## src/rtl/shift_in.sv

```systemverilog
// shift_in: serial-to-parallel receiver for the 1-bit-per-clock framed link.
// Frame: high start bit, WIDTH data bits LSB first, low stop bit; line idles low.
// The received byte is handed to the microprocessor over a valid/ack handshake.
// Optional build macro SHIFT_IN_SYNC_EN: routes the serial line through a
// 2-flop synchronizer (reset to 0) for a transmitter in another clock domain.
// That adds two cycles of latency from the pin to every output.
module shift_in #(
   parameter int unsigned WIDTH = 8
) (
   input  logic             clk,
   input  logic             rst,
   input  logic             in,
   input  logic             ack,
   output logic [WIDTH-1:0] byteOut,
   output logic             valid,
   output logic             busy,
   output logic             frameErr,
   output logic             overrun
);

   localparam int unsigned CNT_W = (WIDTH > 1) ? $clog2(WIDTH) : 1;

   localparam logic [1:0] S_IDLE = 2'd0;
   localparam logic [1:0] S_DATA = 2'd1;
   localparam logic [1:0] S_STOP = 2'd2;

   logic [1:0]       state, state_nxt;
   logic [CNT_W-1:0] cnt, cnt_nxt;
   logic [WIDTH-1:0] shreg, shreg_nxt;
   logic [WIDTH-1:0] byte_nxt;
   logic             valid_nxt;
   logic             busy_nxt;
   logic             ferr_nxt;
   logic             ovr_nxt;
   logic             ack_q;
   logic             ack_rise;
   logic             line;

`ifdef SHIFT_IN_SYNC_EN
   logic sync_q1, sync_q2;

   // Two-flop synchronizer on the serial line
   always_ff @(posedge clk or negedge rst) begin
      if (!rst) begin
         sync_q1 <= 1'b0;
         sync_q2 <= 1'b0;
      end else begin
         sync_q1 <= in;
         sync_q2 <= sync_q1;
      end
   end

   assign line = sync_q2;
`else
   assign line = in;
`endif

   // Rising edge of ack, against the previous-cycle sample
   assign ack_rise = ack & ~ack_q;

   // Next-state and next-output logic
   always_comb begin
      state_nxt = state;
      cnt_nxt   = cnt;
      shreg_nxt = shreg;
      byte_nxt  = byteOut;
      valid_nxt = valid;
      ferr_nxt  = frameErr;
      ovr_nxt   = overrun;

      // Ack first, so a frame completing in the same cycle sees the slot free
      if (ack_rise) begin
         valid_nxt = 1'b0;
         ferr_nxt  = 1'b0;
         ovr_nxt   = 1'b0;
      end

      case (state)
         S_IDLE: begin
            if (line) begin
               state_nxt = S_DATA;
               cnt_nxt   = '0;
            end
         end
         S_DATA: begin
            shreg_nxt = {line, shreg[WIDTH-1:1]};
            if (cnt == CNT_W'(WIDTH - 1)) begin
               state_nxt = S_STOP;
            end else begin
               cnt_nxt = cnt + CNT_W'(1);
            end
         end
         S_STOP: begin
            state_nxt = S_IDLE;
            if (line) begin
               ferr_nxt = 1'b1;
            end else if (valid_nxt) begin
               ovr_nxt = 1'b1;
            end else begin
               byte_nxt  = shreg;
               valid_nxt = 1'b1;
            end
         end
         default: begin
            state_nxt = S_IDLE;
         end
      endcase

      busy_nxt = (state_nxt != S_IDLE);
   end

   // State, datapath and registered outputs
   always_ff @(posedge clk or negedge rst) begin
      if (!rst) begin
         state    <= S_IDLE;
         cnt      <= '0;
         shreg    <= '0;
         byteOut  <= '0;
         valid    <= 1'b0;
         busy     <= 1'b0;
         frameErr <= 1'b0;
         overrun  <= 1'b0;
         ack_q    <= 1'b0;
      end else begin
         state    <= state_nxt;
         cnt      <= cnt_nxt;
         shreg    <= shreg_nxt;
         byteOut  <= byte_nxt;
         valid    <= valid_nxt;
         busy     <= busy_nxt;
         frameErr <= ferr_nxt;
         overrun  <= ovr_nxt;
         ack_q    <= ack;
      end
   end

endmodule

```

## config.mk

```make
export PLATFORM = sky130hd
export DESIGN_NAME = shift_in
export DESIGN_NICKNAME = d
export VERILOG_FILES = /design/src/rtl/shift_in.sv
export SDC_FILE = /design/constraint.sdc
export NUM_CORES = 1
export LEC_CHECK = 0
export ABC_CLOCK_PERIOD_IN_PS = 3550
export CAP_MARGIN = 20
export CORE_AREA = 2 2 51 53
export CTS_CLUSTER_DIAMETER = 200
export DETAILED_ROUTE_END_ITERATION = 16
export DIE_AREA = 0 0 53 55
export PLACE_DENSITY = 0.77
export SYNTH_ARGS = -nofsm -noshare
export SYNTH_HDL_FRONTEND = slang
export SYNTH_SLANG_ARGS = --single-unit
```

## constraint.sdc

```tcl
create_clock -name clk -period 3.55 [get_ports clk]
set_input_delay 1.065 -clock clk [delete_from_list [all_inputs] [get_ports clk]]
set_output_delay 1.065 -clock clk [all_outputs]
set_load 0.01 [all_outputs]
```

Word-level counts from Yosys, hierarchy flattened
Index checks and enable logic that the tools add are counted.
W data, S select, Z words.
- input port bits: 4
- output and inout port bits: 12
- logic and storage cells: 40
- register bits: 26
- bitwise operators: 4
- reduce and logical (&&, ||, !) cells: 5
- $add $sub $neg: 1
- muxes and demuxes: 16
- eq/ne operators: 5
- operator list (cell ; count):
    $mux W1 ; 10
    $mux W3 ; 2
    $pmux W3 S2 ; 1
    $reduce_and A3 Y1 ; 2
    $mux W2 ; 2
    $ne A2 B2 Y1 const B ; 2
    $pmux W2 S2 ; 1
    $reduce_bool A2 Y1 ; 2
    $add A3 B1 Y3 const B ; 1
    $eq A3 B3 Y1 const B ; 1
    $not A1 Y1 ; 3
    $eq A2 B1 Y1 const B ; 1
    $eq A2 B2 Y1 const B ; 1
    $logic_not A2 Y1 ; 1
    $and A1 B1 Y1 ; 1

Logic depth before layout (Yosys ltp)
- word-level depth: 6
- gate-level depth with buffers: 5
- mapped depth without buffers: 5

Least setup slack after synthesis
No wires, ideal clock.
- kind: input to register
- from: input port in
- to: register byteOut[0]
- arrival: 2.019 ns
- stages on the path: 3
- setup time: 0.125 ns
- data required time: 3.425 ns
- path buffers: 0
- setup slack: 1.406 ns
- cells stage by stage: or3b_4 -> a21oi_4 -> mux2_2
- longest elaborated chain between the ends: 2
- RTL lines (element ; line ; RTL):
    from (decl) ; 12 ; input logic in,
    $not A1 Y1 (no source line) ; - ;
    $reduce_and A3 Y1 (no source line) ; - ;
    to (signal assigned) ; 128 ; byteOut <= byte_nxt;
    to (decl) ; 14 ; output logic [WIDTH-1:0] byteOut,
No other way between the ends.
A chain may end at the register's enable or synchronous reset.

Worst setup path after layout
Same ends and word-level chain as after synthesis.

==> metrics.md <==
| Metric | Value |
|---|---|
| Pint | 637 uW |
| RSZ-0062 raised after global routing | no |
| Remaining DRCs | 0 |
| Root buf cell | clkbuf_4 |
| First-pass detailed-route iteration total | 4 |
| Vias per Instance | 4.96 |
| Die Y | 55 um |
| Initial Util | 0.429 |
| Setup TNS | 0 ns |
| Mapped Cells | 72 |
| Drt first-iter violations | 5 |
| Filler cell count | 218 |
| Final setup viols | 0 |
| Core Region | 2360 sq um |
| Share of cells above drive strength 1 | 0.253 |
| VDD IR max | around 0.46 mV |
| GRT Max-Usage Layer | met2 |
| Static leakage | 0.000556 uW |
| Fin. Hold Viols | 0 |
| Status | completed |
| CP arrival | 2.61 ns |
| Synth top area share | 0.641 |
| Hold_buf cts | 0 |
| Pwr/cell area | 730 nW/um^2 |
| Syn avg cell area | 14.1 sq um |
| Yosys top cell by area | dfrtp_1 |
| Overall Power | 908 uW |
| GRT overflow | 0 |
| Core Rows | 18 |
| Final Max Tran Viols | 0 |
| H-tree Lvls | 1 |
| Area of the multi-input gates | roughly 350 sq um |
| Crit path max fanout | 8 |
| GRT Util Overall | 0.137 |
| Top cells by area, synth | dfrtp_1 (64%), mux2_2 (18%), ha_1 (2.5%), nand2_1 (2.2%), a21oi_4 (1.6%) |
| Placer Congestion | 0.718 |
| Area grow syn2layout | 22.4% |
| CTS Buffer Depth | 2 |
| Die ar. | 2920 sq um |
| Vias in the first global route | 630 |
| Flop pwr share | 0.518 |
| Yosys cell types | 17 |
| Port buffer count | 15 |
| Die width | 53 um |
| Crit path capture type | flop |
| Largest net degree at the start of global routing | 27 |
| Leading cell type in the layout, fill and taps excluded | dfrtp_1 |
| Commonest non-fill, non-tap cells in the layout | dfrtp_1 (26), mux2_2 (16), clkdlybuf4s50_1 (15) |
| Syn Nets | 78 |
| Sink Count | 26 |
| Worst-path clk slew | around 0.13 ns |
| Least-Margin Pin Slew | 0.417 ns |
| Yosys Warn Count | 0 |
| CTS tree | done |
| Max-cap violations | 0 |
| Latest clock arrival within the worst-skew pair | 0.31 ns |
| Register area | 651 sq um |
| Io pins | 16 |
| Routed WL | around 1600 um |
| CP Launch Type | primary input |
| FF+latch count, synth | 26 |
| Final ANT Viol Nets | 0 |
| Met3 Use GR | 0.0323 |
| First-pass GRT wire length | 2780 um |
| Worst Hold Class | flop to flop |
| Met2 Usage GRT | 0.242 |
| Combinational share of power | 0.321 |
| Number of diodes | 0 |
| Register area share after synthesis | 0.641 |
| TritonCTS Buffers | 3 |
| Vias | 600 |
| Slew HR | 0.721 |
| CP required | 3.76 ns |
| Initial antenna violation count | 0 |
| Routed len/inst | between 10 and 15 um |
| Min Clock Period, post-route | 2.40 ns |
| Worst Skew | between 0.002 and 0.003 ns |
| Layout net count | 98 |
| Clock share of power | 0.161 |
| Period utilization | 0.675 |
| Grt met1 use | 0.159 |
| Net Sw Power | 271 uW |
| Post-cts sizing count | 0 |
| Post-CTS setup buffers | 0 |
| Sw Ratio | 0.299 |
| Highest clock rate | 417 MHz |
| CP Class | primary input to flop |
| Post-Syn Area | 1010 sq um |
==> metrics by stage <==
step                      worst slack [ns]   util  area [sq um]  hold WS, ns  std cells
after global routing                  1.09  0.525          1240        0.553        121
after CTS                             1.14  0.525          1240        0.511        121
final                                 1.15  0.525          1240        0.507        121
after floorplan                       1.41      -          1010        0.474         72
after global placement               0.839  0.510          1210        0.477        117
after detailed placement             0.793  0.510          1210        0.480        117
==> synthesized netlist by cell type <==
library cell and n:
a21oi_1 2, a21oi_4 1, a22oi_1 2, a32o_1 1
clkbuf_1 1, dfrtp_1 26, ha_1 2, inv_1 3
mux2_2 16, nand2_1 6, nand2b_1 2, nor2_1 3
nor3_1 1, o21a_1 1, o21ai_0 3, o21bai_1 1
or3b_4 1
==> critical path: stages <==
cell and delay, ns:
clkdlybuf4s50_1 0.48, or3b_4 0.43, a21oi_4 0.26, mux2_2 0.38
==> state kept, by name, summed over array words and instances (netlist names) <==
| signal | flops |
|---|---|
| shreg | 8 |
| overrun | 1 |
| cnt | 3 |
| valid | 1 |
| ack_q | 1 |
| busy | 1 |
| byteOut | 8 |
| state | 2 |
| frameErr | 1 |
==> final timing paths <==
| check | from | endpoint | slack (ns) | cells after the start |
|---|---|---|---|---|
| worst min register to register | overrun | overrun | 0.51 | 1 |
| worst min-delay path | overrun | overrun | 0.51 | 1 |
| worst max-delay path | in | byteOut[0] | 1.15 | 4 |
| worst max register to register | state[0] | byteOut[0] | 1.90 | 3 |
| min in group asynchronous | rst | byteOut[1] | 1.11 | 2 |
| max in group asynchronous | rst | frameErr | 2.21 | 2 |
==> power groups by stage <==
stage | Combinational (uW) | Sequential [uW] | Clock, uW
finish | 291 | 470 | 147
global route | 328 | 484 | 166
CTS | 297 | 472 | 153
detailed placement | 296 | 479 | 0
global placement | 280 | 471 | 0
floorplan | 178 | 474 | 0
==> cell type report <==
class,count,area share
clock buffers,4,0.0292
inverters,3,0.00906
multi-input cells,42,0.281
flip-flops and latches,26,0.524
well taps,30,0.0302
repair buffers,16,0.127
==> logic make-up after synthesis <==
kind of cell | Yosys count | share of synthesized area
mux | 16 | 0.178
simple gates | 13 | 0.0616
flops | 26 | 0.641
buf+inv | 4 | 0.0148
compound gates | 11 | 0.0801
fa+ha+maj | 2 | 0.0247
==> per-layer routing <==
layer	routed length, um	share of wire	up-vias
met5	0	0	-
met4	11	0.0071	0
met3	63	0.040	2
met2	773	0.50	11
met1	710	0.46	300
li1	-	-	287
(Power assumes the default switching activity.)
==> RTL change 1: new RTL, config.mk and constraints unchanged <==
Put one more register stage on the output `overrun`, with the module's reset. The value now appears one clock later. The other outputs are not delayed to match.
--- a/src/rtl/shift_in.sv
+++ b/src/rtl/shift_in.sv
@@ -23,6 +23,8 @@
    localparam logic [1:0] S_IDLE = 2'd0;
    localparam logic [1:0] S_DATA = 2'd1;
    localparam logic [1:0] S_STOP = 2'd2;
+
+   logic overrun_s0;
 
    logic [1:0]       state, state_nxt;
    logic [CNT_W-1:0] cnt, cnt_nxt;
@@ -66,7 +68,7 @@
       byte_nxt  = byteOut;
       valid_nxt = valid;
       ferr_nxt  = frameErr;
-      ovr_nxt   = overrun;
+      ovr_nxt   = overrun_s0;
 
       // Ack first, so a frame completing in the same cycle sees the slot free
       if (ack_rise) begin
@@ -119,7 +121,7 @@
          valid    <= 1'b0;
          busy     <= 1'b0;
          frameErr <= 1'b0;
-         overrun  <= 1'b0;
+         overrun_s0 <= 1'b0;
          ack_q    <= 1'b0;
       end else begin
          state    <= state_nxt;
@@ -129,8 +131,16 @@
          valid    <= valid_nxt;
          busy     <= busy_nxt;
          frameErr <= ferr_nxt;
-         overrun  <= ovr_nxt;
+         overrun_s0 <= ovr_nxt;
          ack_q    <= ack;
+      end
+   end
+
+   always_ff @(posedge clk or negedge rst) begin
+      if (!rst) begin
+         overrun <= '0;
+      end else begin
+         overrun <= overrun_s0;
       end
    end
 
Function: same outputs for any inputs over 10 cycles, from zero or initial values and one cycle with rst low; that may be too few to reach the edited logic, so the function may still have changed.
==> RTL change 1 against the original RTL <==
- wire length is 2.6% higher
- via count rose by 3.7%
- sequential cell count up 1
- clock skew up 0.0069 ns
- largest cell class unchanged
- area after synthesis up 2.5%
- combinational power barely moved
- cell area is 1.3% higher
- critical path type is now reg2out
- clock power shrank 14%
- total power decreased by 0.64%
- die area stayed put
- setup slack improved by 0.0057 ns
- synthesized cell count is 1.4% higher
- worst hold slack worse by 0.11 ns
==> RTL change 1: results (changes against the original RTL) <==
metric;value;unit;change
outcome;complete, no violations;;unchanged
yosysSeqAreaShare;64.98;%;was 64.12%
leakagePower;0.5664;nW;was 0.5557 nW
synth_area_leaders;dfrtp_1 65%, mux2_2 17%, ha_1 2.4%;;was dfrtp_1 64%, mux2_2 18%, ha_1 2.5%
fin_nets;99;;was 98
worstPathArrival;1.33;ns;was 2.61 ns
ys_types;17;;unchanged
power.share.switching;30.41;%;was 29.86%
grt_pass1_vias;613;;was 630
clockPowerShare;14.1;%;was 16.1%
syn-num-nets;79;;was 78
synth_common_cells;27 x dfrtp_1, 16 x mux2_2, 6 x nand2_1;;was 26 x dfrtp_1, 16 x mux2_2, 6 x nand2_1
drive_above_1_share;25.00;%;was 25.27%
ir_drop;0.4170;mV;was 0.4645 mV
cts_resized;0;;unchanged
grt_pass1_wl;2656;µm;was 2780 µm
skew;0.009723;ns;was 0.002790 ns
min_path_type;reg2reg;;unchanged
powerSeq;0.000483;W;was 0.000470 W
port_buffers;15;;unchanged
largestRegisters;byteOut (8), shreg (8), cnt (3);;unchanged
cp_max_fo;4;;was 8
grt_usage;12.82;%;was 13.70%
vias_per_cell;5.098;;was 4.959
worst_pin_slew;0.3881;ns;was 0.4174 ns
clk_latency;0.32;ns;
dr.pass1.iters;4;;unchanged
grt_antenna_before_repair;0;;unchanged
critPathMaxStageDelay;0.58;ns;was 0.48 ns
dpl_worst_slack;0.8119;ns;was 0.7927 ns
routabilityCongestion;0.6817;;was 0.7183
drt-total-wl;1600;µm;was 1559 µm
clk_pin_slew;0.13;ns;about the same
root_buffer;clkbuf_4;;unchanged
cts_buffers;3;;unchanged
grt_max_degree;28;;was 27
p_int;0.0006275;W;was 0.0006366 W
## RTL change 1: cell types whose count changed after synthesis
cell,before,now
dfrtp_1,26,27
## RTL change 1: worst paths after layout
| path | startpoint | endpoint | slack [ns] | cells after the start |
|---|---|---|---|---|
| max | valid$_DFF_PN0_ | valid | 1.16 | 1 |
| min | overrun_s0$_DFF_PN0_ | overrun$_DFF_PN0_ | 0.39 | 0 |
| max reg2reg | state[1]$_DFF_PN0_ | byteOut[0]$_DFFE_PN0P_ | 1.91 | 3 |
| min reg2reg | overrun_s0$_DFF_PN0_ | overrun$_DFF_PN0_ | 0.39 | 0 |
| max in group asynchronous | rst | overrun_s0$_DFF_PN0_ | 2.20 | 2 |
| min in group asynchronous | rst | byteOut[3]$_DFFE_PN0P_ | 1.09 | 2 |
## RTL change 1: area by class of cell
cell class	count	area (µm²)
timing repair buffer	16	157.7
fill	218	1106
clock buffer	3	22.52
inverter	3	11.26
multi-input combinational	42	349.1
sequential	27	675.6
clock inverter	1	5.005
tap	30	37.54
## RTL change 1: kinds of logic after synthesis
logic type,after synthesis,synth area share [%]
buffers and inverters,4,1.444
AO/OA/AOI/OAI,11,7.822
flip-flops,27,64.98
multiplexers,16,17.33
adder cells (fa/ha/maj),2,2.406
AND/OR/NAND/NOR,13,6.016
## RTL change 1: metal layers
metal | vias to the layer above | wire, µm | GRT usage, %
met5 | - | 0 | 0
li1 | 293 | - | -
met1 | 314 | 697 | 15.90
met3 | 4 | 51 | 1.882
met2 | 11 | 814 | 20.83
met4 | 0 | 36 | 8.974
## RTL change 1: stage by stage
stage	instance area, µm²	instances
floorplan	1040	73
global placement	1231	118
detailed placement	1231	118
CTS	1259	122
global route	1259	122
finish	1259	122
==> RTL change 2: new RTL, config.mk and constraints unchanged <==
Made on the original files. Build with the macro `SHIFT_IN_SYNC_EN` defined.
--- a/src/rtl/shift_in.sv
+++ b/src/rtl/shift_in.sv
@@ -4,6 +4,8 @@
 // Optional build macro SHIFT_IN_SYNC_EN: routes the serial line through a
 // 2-flop synchronizer (reset to 0) for a transmitter in another clock domain.
 // That adds two cycles of latency from the pin to every output.
+`define SHIFT_IN_SYNC_EN
+
 module shift_in #(
    parameter int unsigned WIDTH = 8
 ) (
Behaviour: not the same (a bounded check fails within 4 cycles, from zero or initial values and one cycle with rst low).
==> RTL change 2 against the original RTL <==
- highest routed layer unchanged
- fmax decreased by 0.57%
- largest power group unchanged
- sequential power grew 3%
- cell area up 4.0%
- area after synthesis is 4.9% higher
- total power grew 0.78%
- non-clock buffer count stayed put
- wire length up 3.5%
- sequential cell count up 2
- setup slack worse by 0.014 ns
- count of clock-buffer cells in the layout did not move
- critical path depth fell by 3
- largest cell class unchanged
==> RTL change 2: results (changes against the original RTL) <==
metric;value;unit;change
outcome;complete, no violations;;unchanged
cp_max_fo;4;;was 8
worstReg2RegEnd;byteOut[3]$_DFFE_PN0P_;;was byteOut[0]$_DFFE_PN0P_
clk_pin_slew;0.15;ns;was 0.13 ns
pwr-share-seq;53.0;%;was 51.8%
worst_slack;1.139;ns;was 1.152 ns
cp-endpoint;valid;;was byteOut[0]$_DFFE_PN0P_
synth_area_leaders;dfrtp_1 66%, mux2_2 17%, ha_1 2.4%;;was dfrtp_1 64%, mux2_2 18%, ha_1 2.5%
synthCells;74;;was 72
drive_above_1_share;24.73;%;was 25.27%
whs_path_depth;0;;was 1
power.share.switching;30.16;%;was 29.86%
drtIter0Drc;9;;was 5
synth_common_cells;28 x dfrtp_1, 16 x mux2_2, 6 x nand2_1;;was 26 x dfrtp_1, 16 x mux2_2, 6 x nand2_1
buf_share;12.20;%;was 12.69%
yosysSeqAreaShare;65.80;%;was 64.12%
vias_per_cell;5.033;;was 4.959
grt_usage;12.79;%;was 13.70%
critPathMaxStageDelay;0.56;ns;was 0.48 ns
comb-power;0.000271;W;was 0.000291 W
skew;0.003294;ns;was 0.002790 ns
grt_pass1_vias;614;;was 630
grt_max_degree;29;;was 27
dpl_worst_slack;1.006;ns;was 0.7927 ns
fillers;205;;was 218
clkCellAreaFrac;2.807;%;was 2.920%
met1_length;772;µm;was 710 µm
grt_pass1_wl;2711;µm;was 2780 µm
use_met1;18.65;%;was 15.85%
ir_drop;0.4419;mV;was 0.4645 mV
worstPathArrival;1.35;ns;was 2.61 ns
leakagePower;0.5800;nW;was 0.5557 nW
fin_nets;100;;was 98
syn-num-nets;80;;was 78
[RTL change 2: cells by family (layout without fill, tap and decap cells)]
family	Yosys count	in the layout	share of synthesized area, %
DFF	28	28	65.80
muxes	16	16	16.92
and+or+nand+nor	13	13	5.875
AOI/OAI and AO/OA	11	11	7.638
buffers and inverters	4	23	1.410
adders and majority gates	2	2	2.350
[RTL change 2: how the worst min path moves through the flow]
stage	from	endpoint	slack, ns
3_5_place_dp	sync_q1$_DFF_PN0_	line$_DFF_PN0_	0.35
5_1_grt	sync_q1$_DFF_PN0_	line$_DFF_PN0_	0.39
2_1_floorplan	sync_q1$_DFF_PN0_	line$_DFF_PN0_	0.33
6_report	sync_q1$_DFF_PN0_	line$_DFF_PN0_	0.38
4_1_cts	sync_q1$_DFF_PN0_	line$_DFF_PN0_	0.38
3_3_place_gp	sync_q1$_DFF_PN0_	line$_DFF_PN0_	0.34
